## src/rtl/uart_pkg.sv

```systemverilog
// Shared definitions for the framed UART receiver.
// One-hot state encodings, parity modes and the 3-sample vote helper.
package uart_pkg;

  typedef enum logic [6:0] {
    S_IDLE      = 7'b0000001,
    S_START     = 7'b0000010,
    S_DATA      = 7'b0000100,
    S_PARITY    = 7'b0001000,
    S_STOP      = 7'b0010000,
    S_DONE      = 7'b0100000,
    S_WAIT_HIGH = 7'b1000000
  } state_e;

  localparam int PARITY_NONE = 0;
  localparam int PARITY_ODD  = 1;
  localparam int PARITY_EVEN = 2;

  function automatic logic maj3(
    input logic a,
    input logic b,
    input logic c
  );
    return (a & b) | (a & c) | (b & c);
  endfunction

endpackage

```

## src/rtl/uart_rx_framed_sampler.sv

```systemverilog
// RX pin synchroniser, falling-edge detector, bit tick counter
// and mid-bit 3-sample majority vote.
module uart_bit_sampler
  import uart_pkg::*;
#(
  parameter int TICKS_PER_BIT      = 32,
  parameter int TICKS_PER_BIT_SIZE = 6
) (
  input  logic i_clk,
  input  logic reset_n,
  input  logic i_din,
  input  logic i_clr,
  output logic o_din_s,
  output logic o_edge,
  output logic o_sample_valid,
  output logic o_sample_bit
);

  localparam int MID = (TICKS_PER_BIT - 1) / 2;
  localparam int TW  = TICKS_PER_BIT_SIZE;
  localparam logic [TW-1:0] T_LAST = TW'(TICKS_PER_BIT - 1);
  localparam logic [TW-1:0] T_S0   = TW'(MID - 1);
  localparam logic [TW-1:0] T_S1   = TW'(MID);
  localparam logic [TW-1:0] T_S2   = TW'(MID + 1);

  logic          meta_q, meta_d;
  logic          din_s_q, din_s_d;
  logic          din_d_q, din_d_d;
  logic [TW-1:0] tick_q, tick_d;
  logic          v0_q, v0_d;
  logic          v1_q, v1_d;

  always_comb begin
    meta_d  = i_din;
    din_s_d = meta_q;
    din_d_d = din_s_q;
    v0_d    = v0_q;
    v1_d    = v1_q;
    if (i_clr || tick_q == T_LAST) begin
      tick_d = '0;
    end else begin
      tick_d = tick_q + 1'b1;
    end
    if (tick_q == T_S0) v0_d = din_s_q;
    if (tick_q == T_S1) v1_d = din_s_q;
  end

  always_ff @(posedge i_clk) begin
    if (!reset_n) begin
      meta_q  <= 1'b1;
      din_s_q <= 1'b1;
      din_d_q <= 1'b1;
      tick_q  <= '0;
      v0_q    <= 1'b1;
      v1_q    <= 1'b1;
    end else begin
      meta_q  <= meta_d;
      din_s_q <= din_s_d;
      din_d_q <= din_d_d;
      tick_q  <= tick_d;
      v0_q    <= v0_d;
      v1_q    <= v1_d;
    end
  end

  assign o_din_s        = din_s_q;
  assign o_edge         = ~din_s_q & din_d_q;
  assign o_sample_valid = (tick_q == T_S2);
  assign o_sample_bit   = maj3(v0_q, v1_q, din_s_q);

endmodule

```

## src/rtl/uart_rx_framed.sv

```systemverilog
// Parametrised UART receiver: configurable data width, parity and
// stop bits, with parity, framing and break status per word.
module uart_rx_framed
  import uart_pkg::*;
#(
  parameter int TICKS_PER_BIT      = 32,
  parameter int TICKS_PER_BIT_SIZE = 6,
  parameter int DATA_BITS          = 8,
  parameter int PARITY             = 0,
  parameter int STOP_BITS          = 1
) (
  input  logic                 i_clk,
  input  logic                 reset_n,
  input  logic                 i_enable,
  input  logic                 i_din_priortobuffer,
  output logic [DATA_BITS-1:0] o_rxdata,
  output logic                 o_recvdata,
  output logic                 o_busy,
  output logic                 o_parity_err,
  output logic                 o_frame_err,
  output logic                 o_break
);

  localparam logic [3:0] D_LAST = 4'(DATA_BITS - 1);
  localparam logic [3:0] S_LAST = 4'(STOP_BITS - 1);

  state_e               state_q, state_d;
  logic [DATA_BITS-1:0] shift_q, shift_d;
  logic [3:0]           cnt_q, cnt_d;
  logic                 par_q, par_d;
  logic                 ones_q, ones_d;
  logic                 fe_q, fe_d;
  logic [DATA_BITS-1:0] rxdata_q, rxdata_d;
  logic                 perr_q, perr_d;
  logic                 ferr_q, ferr_d;
  logic                 brk_q, brk_d;
  logic                 recv_q, recv_d;
  logic                 fe_now, perr_now;

  logic din_s, edge_det, smp_valid, smp_bit;

  uart_bit_sampler #(
    .TICKS_PER_BIT      (TICKS_PER_BIT),
    .TICKS_PER_BIT_SIZE (TICKS_PER_BIT_SIZE)
  ) u_sampler (
    .i_clk          (i_clk),
    .reset_n        (reset_n),
    .i_din          (i_din_priortobuffer),
    .i_clr          (state_q == S_IDLE),
    .o_din_s        (din_s),
    .o_edge         (edge_det),
    .o_sample_valid (smp_valid),
    .o_sample_bit   (smp_bit)
  );

  always_comb begin
    state_d  = state_q;
    shift_d  = shift_q;
    cnt_d    = cnt_q;
    par_d    = par_q;
    ones_d   = ones_q;
    fe_d     = fe_q;
    rxdata_d = rxdata_q;
    perr_d   = perr_q;
    ferr_d   = ferr_q;
    brk_d    = brk_q;
    recv_d   = 1'b0;
    fe_now   = fe_q | ~smp_bit;
    // par_q already folds in the parity bit by the time STOP runs
    perr_now = (PARITY == PARITY_ODD)  ? ~par_q :
               (PARITY == PARITY_EVEN) ?  par_q : 1'b0;
    unique case (state_q)
      S_IDLE: begin
        cnt_d  = '0;
        par_d  = 1'b0;
        ones_d = 1'b0;
        fe_d   = 1'b0;
        if (i_enable && edge_det) state_d = S_START;
      end
      S_START: begin
        if (smp_valid) state_d = smp_bit ? S_IDLE : S_DATA;
      end
      S_DATA: begin
        if (smp_valid) begin
          shift_d = {smp_bit, shift_q[DATA_BITS-1:1]};
          par_d   = par_q ^ smp_bit;
          ones_d  = ones_q | smp_bit;
          if (cnt_q == D_LAST) begin
            cnt_d   = '0;
            state_d = (PARITY != PARITY_NONE) ? S_PARITY : S_STOP;
          end else begin
            cnt_d = cnt_q + 1'b1;
          end
        end
      end
      S_PARITY: begin
        if (smp_valid) begin
          par_d   = par_q ^ smp_bit;
          ones_d  = ones_q | smp_bit;
          state_d = S_STOP;
        end
      end
      S_STOP: begin
        if (smp_valid) begin
          fe_d  = fe_now;
          cnt_d = cnt_q + 1'b1;
          if (cnt_q == S_LAST) begin
            rxdata_d = shift_q;
            perr_d   = perr_now;
            ferr_d   = fe_now;
            brk_d    = fe_now & ~ones_q;
            recv_d   = 1'b1;
            state_d  = S_DONE;
          end
        end
      end
      S_DONE: begin
        state_d = ferr_q ? S_WAIT_HIGH : S_IDLE;
      end
      S_WAIT_HIGH: begin
        if (din_s) state_d = S_IDLE;
      end
      default: state_d = S_IDLE;
    endcase
  end

  always_ff @(posedge i_clk) begin
    if (!reset_n) begin
      state_q  <= S_IDLE;
      shift_q  <= '0;
      cnt_q    <= '0;
      par_q    <= 1'b0;
      ones_q   <= 1'b0;
      fe_q     <= 1'b0;
      rxdata_q <= '0;
      perr_q   <= 1'b0;
      ferr_q   <= 1'b0;
      brk_q    <= 1'b0;
      recv_q   <= 1'b0;
    end else begin
      state_q  <= state_d;
      shift_q  <= shift_d;
      cnt_q    <= cnt_d;
      par_q    <= par_d;
      ones_q   <= ones_d;
      fe_q     <= fe_d;
      rxdata_q <= rxdata_d;
      perr_q   <= perr_d;
      ferr_q   <= ferr_d;
      brk_q    <= brk_d;
      recv_q   <= recv_d;
    end
  end

  assign o_rxdata     = rxdata_q;
  assign o_recvdata   = recv_q;
  assign o_busy       = (state_q != S_IDLE);
  assign o_parity_err = perr_q;
  assign o_frame_err  = ferr_q;
  assign o_break      = brk_q;

endmodule

```

## config.mk

```make
export PLATFORM = sky130hd
export DESIGN_NAME = uart_rx_framed
export DESIGN_NICKNAME = d
export VERILOG_FILES = /design/src/rtl/uart_pkg.sv /design/src/rtl/uart_rx_framed_sampler.sv /design/src/rtl/uart_rx_framed.sv
export SDC_FILE = /design/constraint.sdc
export NUM_CORES = 1
export LEC_CHECK = 0
export BUFFER_PORTS_ARGS = -buffer_cell sky130_fd_sc_hd__buf_4
export CORE_MARGIN = 2
export CORE_UTILIZATION = 25
export DETAILED_ROUTE_END_ITERATION = 12
export PLACE_DENSITY = 0.45
export SYNTH_ARGS = -nofsm -noshare
export SYNTH_HDL_FRONTEND = slang
export SYNTH_HIERARCHICAL = 1
export SYNTH_SLANG_ARGS = --single-unit
```

## constraint.sdc

```tcl
create_clock -name i_clk -period 3.6 [get_ports i_clk]
set_clock_uncertainty 0.2 [all_clocks]
set_input_delay 0.72 -clock i_clk [delete_from_list [all_inputs] [get_ports i_clk]]
set_output_delay 0.72 -clock i_clk [all_outputs]
set_load 0.02 [all_outputs]
```

# Word level (Yosys, flattened, before mapping)
# Cells that the tools add are included.
# totals
register_bits	43
input_bits	4
out_inout_bits	13
wordCells	87
# classes
bitwise	13
eq_ne	22
n_reduce_logical	15
add_sub_neg	2
muxes	20
# op_table
operator	count
7-bit two-way mux	9
7-bit one-hot mux with 7 select lines	1
2-bit inequality test (second input constant)	7
6-bit by 4-bit == test with 1-bit output (second input constant)	2
6-bit by 5-bit == test with 1-bit output (second input constant)	2
4-bit two-way mux	3
4-bit one-hot mux with 3 select lines	1
3-bit AND reduction	3
8-bit AND reduction	1
7-bit by 1-bit == test with 1-bit output (second input constant)	1
7-bit by 2-bit == test with 1-bit output (second input constant)	1
7-bit by 3-bit == test with 1-bit output (second input constant)	1
7-bit by 4-bit == test with 1-bit output (second input constant)	1
7-bit by 5-bit == test with 1-bit output (second input constant)	1
7-bit by 6-bit == test with 1-bit output (second input constant)	1
7-bit == test (second input constant)	1
7-bit by 1-bit inequality test with 1-bit output (second input constant)	1
6-bit by 1-bit adder with 6-bit output (second input constant)	1
2-bit AND reduction	3
1-bit AND	5
4-bit by 1-bit adder with 4-bit output (second input constant)	1
4-bit by 3-bit == test with 1-bit output (second input constant)	1
4-bit logical NOT	1
2-bit by 1-bit inequality test with 1-bit output (second input constant)	2
other kinds (10)	21

# Depth between registers and ports, before layout
# logic_depth
word_depth	7
depth_mapped	9
ltp_nobuf	8

# Hierarchy
# Netlist, hierarchy kept.
# modules_own_cells
module	seq_area_each_um2	instances	cells_per_inst	area_each_um2
uart_rx_framed	620.6	1	177	1442.6
uart_bit_sampler	220.2	1	49	470.5

# Least setup slack after synthesis
# Ideal clock, no wire load.
# synth_timing
path_kind	reg2reg
start	reg u_sampler.tick_q[0]
end	reg state_q[0]
path_slack_ps	1512
stages_incl_launch_ff	10
path_buffers	1
setup_time_ps	122
period_less_slack_ps	2088
t_required_ps	3278
arrival_time_ps	1766
cell_sequence	dfxtp_1 -> inv_1 -> ha_1 -> nor4b_1 -> clkbuf_1 -> nand4bb_1 -> nand3_1 -> a21oi_1 -> nor2_1 -> a221o_1
# synth_via
elab_chain_len	3
elab_cells_between_ends	6
cone_classes	eq/ne: 5; reduce/logical: 1
# synth_lines
element	line	source
start, declared	uart_rx_framed_sampler.sv:29	logic [TW-1:0] tick_q, tick_d;
start signal, assigned	uart_rx_framed_sampler.sv:60	tick_q <= tick_d;
6-bit by 5-bit == test with 1-bit output *	uart_rx_framed_sampler.sv:68	assign o_sample_valid = (tick_q == T_S2);
via smp_valid	uart_rx_framed.sv:40	logic din_s, edge_det, smp_valid, smp_bit;
2-bit inequality test (no line)	--	
8-bit AND reduction (no line) *	--	
end signal, assigned	uart_rx_framed.sv:141	state_q <= state_d;
end, declared	uart_rx_framed.sv:27	state_e state_q, state_d;
# The timed path passes the listed nets; every way through them passes the cells marked *.
# A chain may end at the register's enable or synchronous reset.

# Final worst setup path
# layout_timing
start	reg state_q[4]
end	out o_busy
# layout_via
elab_chain_len	1
# layout_lines
element	line	source
7-bit by 1-bit inequality test with 1-bit output	uart_rx_framed.sv:157	assign o_busy = (state_q != S_IDLE);
end, declared	uart_rx_framed.sv:18	output logic o_busy,
# Every way passes these cells.

==> flow_metrics.env <==
export IMPL_outcome="finished clean"
export IMPL_drt_wirelength_per_cell_um=11.7
export IMPL_required_ns=2.68
export IMPL_slowest_stage="or4_4"
export IMPL_fill_cells=797
export IMPL_slowest_delay_ns=0.51
export IMPL_path_clk_slew_ns=0.08
export IMPL_pin_count=17
export IMPL_crit_arrival_ns=1.59
export IMPL_cts_made_buffers=5
export IMPL_overflow=0
export IMPL_grt_max_degree=30
export IMPL_crit_type="flip-flop to primary output"
export IMPL_drt_iter0_drc=76
export IMPL_p_int_mw=0.702
export IMPL_ant_nets=0
export IMPL_place_congestion=0.786
export IMPL_synth_edff_count=0
export IMPL_dp_cells=330
export IMPL_utilization_pct=29.8
export IMPL_setup_viol=0
export IMPL_synth_cell_types=51
export IMPL_start_util_pct=26.1
export IMPL_dr_pass1_iters=5
export IMPL_clock_latency_ns=0.29
export IMPL_r2r_cells=8
export IMPL_max_vdd_ir_drop_mv=0.130
export IMPL_htreeDepth=2
export IMPL_pwr_density_cell_nw_per_um2=458
export IMPL_maxCapViolations=0
export IMPL_grt_usage_pct=10.5
export IMPL_worstPathCellList="or4_4 -> nand3b_4 -> buf_4"
export IMPL_syn_nets=235
export IMPL_vias=1549
export IMPL_final_hold_viol_count=0
export IMPL_final_cell_mix="dfxtp_1, nand2_1, a21oi_1, nand3_1, nor2_1"
export IMPL_p_leak_nw=0.757
export IMPL_post_cts_buffers=0
export IMPL_final_area_um2=2180
export IMPL_p_switching_mw=0.300
export IMPL_fmax_mhz=398
export IMPL_slew_violations=0
export IMPL_cts_hold_buffers=0
export IMPL_tns_ns=0
export IMPL_pwr_share_comb_pct=19.6
export IMPL_holdPathStages=1
export IMPL_dieHeight_um=91.5
export IMPL_max_slew_margin_pct=36.6
export IMPL_pwr_share_clk_pct=30.0
export IMPL_clockBufferDepth=2
export IMPL_avgSynthCellArea_um2=8.46
export IMPL_worst_setup_path_end_kind="primary output"
export IMPL_core_um2=7330
export IMPL_areaGrowthSynthToFinish_pct=14.2
export IMPL_placed_cell_area_um2=2100
export IMPL_seq_area_frac_synth_pct=44.0
export IMPL_antenna_found_initial=0
export IMPL_dieWidth_um=91.5
export IMPL_seq_power_share_pct=50.4
export IMPL_min_period_over_period_pct=69.8
export IMPL_remaining_drc_errors=0
export IMPL_ys_seq_elements=42
export IMPL_antennaDiodeCount=0
export IMPL_post_route_min_period_ns=2.51
export IMPL_synthArstFlopShare_pct=0
export IMPL_rsz0062_at_grt="false"
export IMPL_clock_sinks=42
export IMPL_io_buffer_count=15
export IMPL_cp_max_fo=9
export IMPL_dp_final_hpwl_mm=2.78
export IMPL_root_buffer="clkbuf_8"
export IMPL_worstMarginPinSlew_ns=0.950
export IMPL_syn_cell_area_um2=1910
export IMPL_cts_repair_resized=0
export IMPL_hp_class="flip-flop to flip-flop"
export IMPL_core_rowCount=31
export IMPL_grt_pass1_vias=1493
export IMPL_drive_gt1_share_pct=13.8
export IMPL_startpoint_type="flip-flop"
export IMPL_grt_pass1_wl_mm=7.12
export IMPL_p_sw_share_pct=29.9
export IMPL_finalNonFillerCells=338
export IMPL_die_area_um2=8370
export IMPL_nets=247
export IMPL_ys_warnings_count=6
export IMPL_vias_per_cell=4.58
export IMPL_wl_mm=3.94
export IMPL_netlist_instances=226
export IMPL_ys_flop_type="dfxtp_1"
export IMPL_layout_commonest_cell="dfxtp_1"
export IMPL_cts_tree="done"
-- critical path: cells and delay by family (launching register included) --
kind / cells / cell delay, ns
simple gates: 2 / 0.71
flops: 1 / 0.40
buf+inv: 1 / 0.18
-- cells in the mapped netlist, types with 2 or more instances --
cell      number  area (um2)
a21oi_1       24         120
a31oi_1        6        37.5
a32oi_1        2        17.5
and2_1         2        12.5
buf_4          2        15.0
buf_6          2        22.5
clkbuf_1       6        22.5
dfxtp_1       42         841
ha_1           5        62.6
inv_1         10        37.5
mux2i_1        2        20.0
nand2_1       34         128
nand2b_1       6        37.5
nand3_1       18        90.1
nor2_1        17        63.8
nor2b_1        3        18.8
nor3_1         4        20.0
nor4_1         2        12.5
nor4b_1        3        26.3
o21ai_0        3        15.0
xnor2_1        2        17.5
xor2_1         2        17.5
-- final timing paths --
check	start	to	slack [ns]
max reg2reg	u_sampler/tick_q[0]	o_frame_err	1.09
max	state_q[4]	o_busy	1.09
min	u_sampler/din_s_d	u_sampler/o_din_s	0.21
min reg2reg	u_sampler/din_s_d	u_sampler/o_din_s	0.21
-- per-stage QoR --
stage | hold WS, ns | total power, mW | setup WS, ns
after floorplan | 0.186 | 0.673 | 1.51
after CTS | 0.218 | 1.02 | 0.998
after global routing | 0.254 | 1.07 | 0.826
final | 0.212 | 1.00 | 1.09
after global placement | 0.192 | 0.720 | 1.13
after detailed placement | 0.198 | 0.714 | 1.01
-- layout make-up --
type | instances | area (um2) | share of cell area (%)
inverters | 11 | 46.3 | 2.12
clock inverters | 2 | 13.8 | 0.630
multi-input cells | 162 | 967 | 44.3
well taps | 99 | 124 | 5.67
clock buffers | 6 | 72.6 | 3.32
repair buffers | 16 | 120 | 5.50
flip-flops and latches | 42 | 841 | 38.5
-- power by group through the flow --
stage / clock network (mW) / registers (mW) / logic (mW)
3_5_place_dp: 0 / 0.515 / 0.199
6_report: 0.300 / 0.504 / 0.196
4_1_cts: 0.318 / 0.504 / 0.200
3_3_place_gp: 0 / 0.516 / 0.204
5_1_grt: 0.333 / 0.509 / 0.225
2_1_floorplan: 0 / 0.502 / 0.171
-- per-layer routing --
metal	track usage, %	up-vias	part of all wire (%)
met2	15.4	18	44
li1	-	810	-
met5	0	-	0
met4	5.30	0	2.2
met1	14.1	716	51
met3	2.74	5	2.9
-- state kept, by name (all words and copies together), names as in the netlist, 4 cells and up --
register,flops
cnt_q,4
o_rxdata,8
shift_q,8
state_q,6
u_sampler/tick_q,6
-- kinds of logic (layout without fill, tap and decap cells) --
| family | Yosys count | after routing | share of synthesized area, % |
|---|---|---|---|
| compound gates | 45 | 45 | 14.7 |
| xor+xnor | 4 | 4 | 1.83 |
| fa+ha+maj | 6 | 6 | 3.79 |
| buf+inv | 22 | 35 | 5.82 |
| flops | 42 | 42 | 44.0 |
| mux | 2 | 2 | 1.05 |
| other cells | 1 | 1 | 0.196 |
| simple gates | 104 | 104 | 28.6 |
Power figures use the tool's default switching activity.
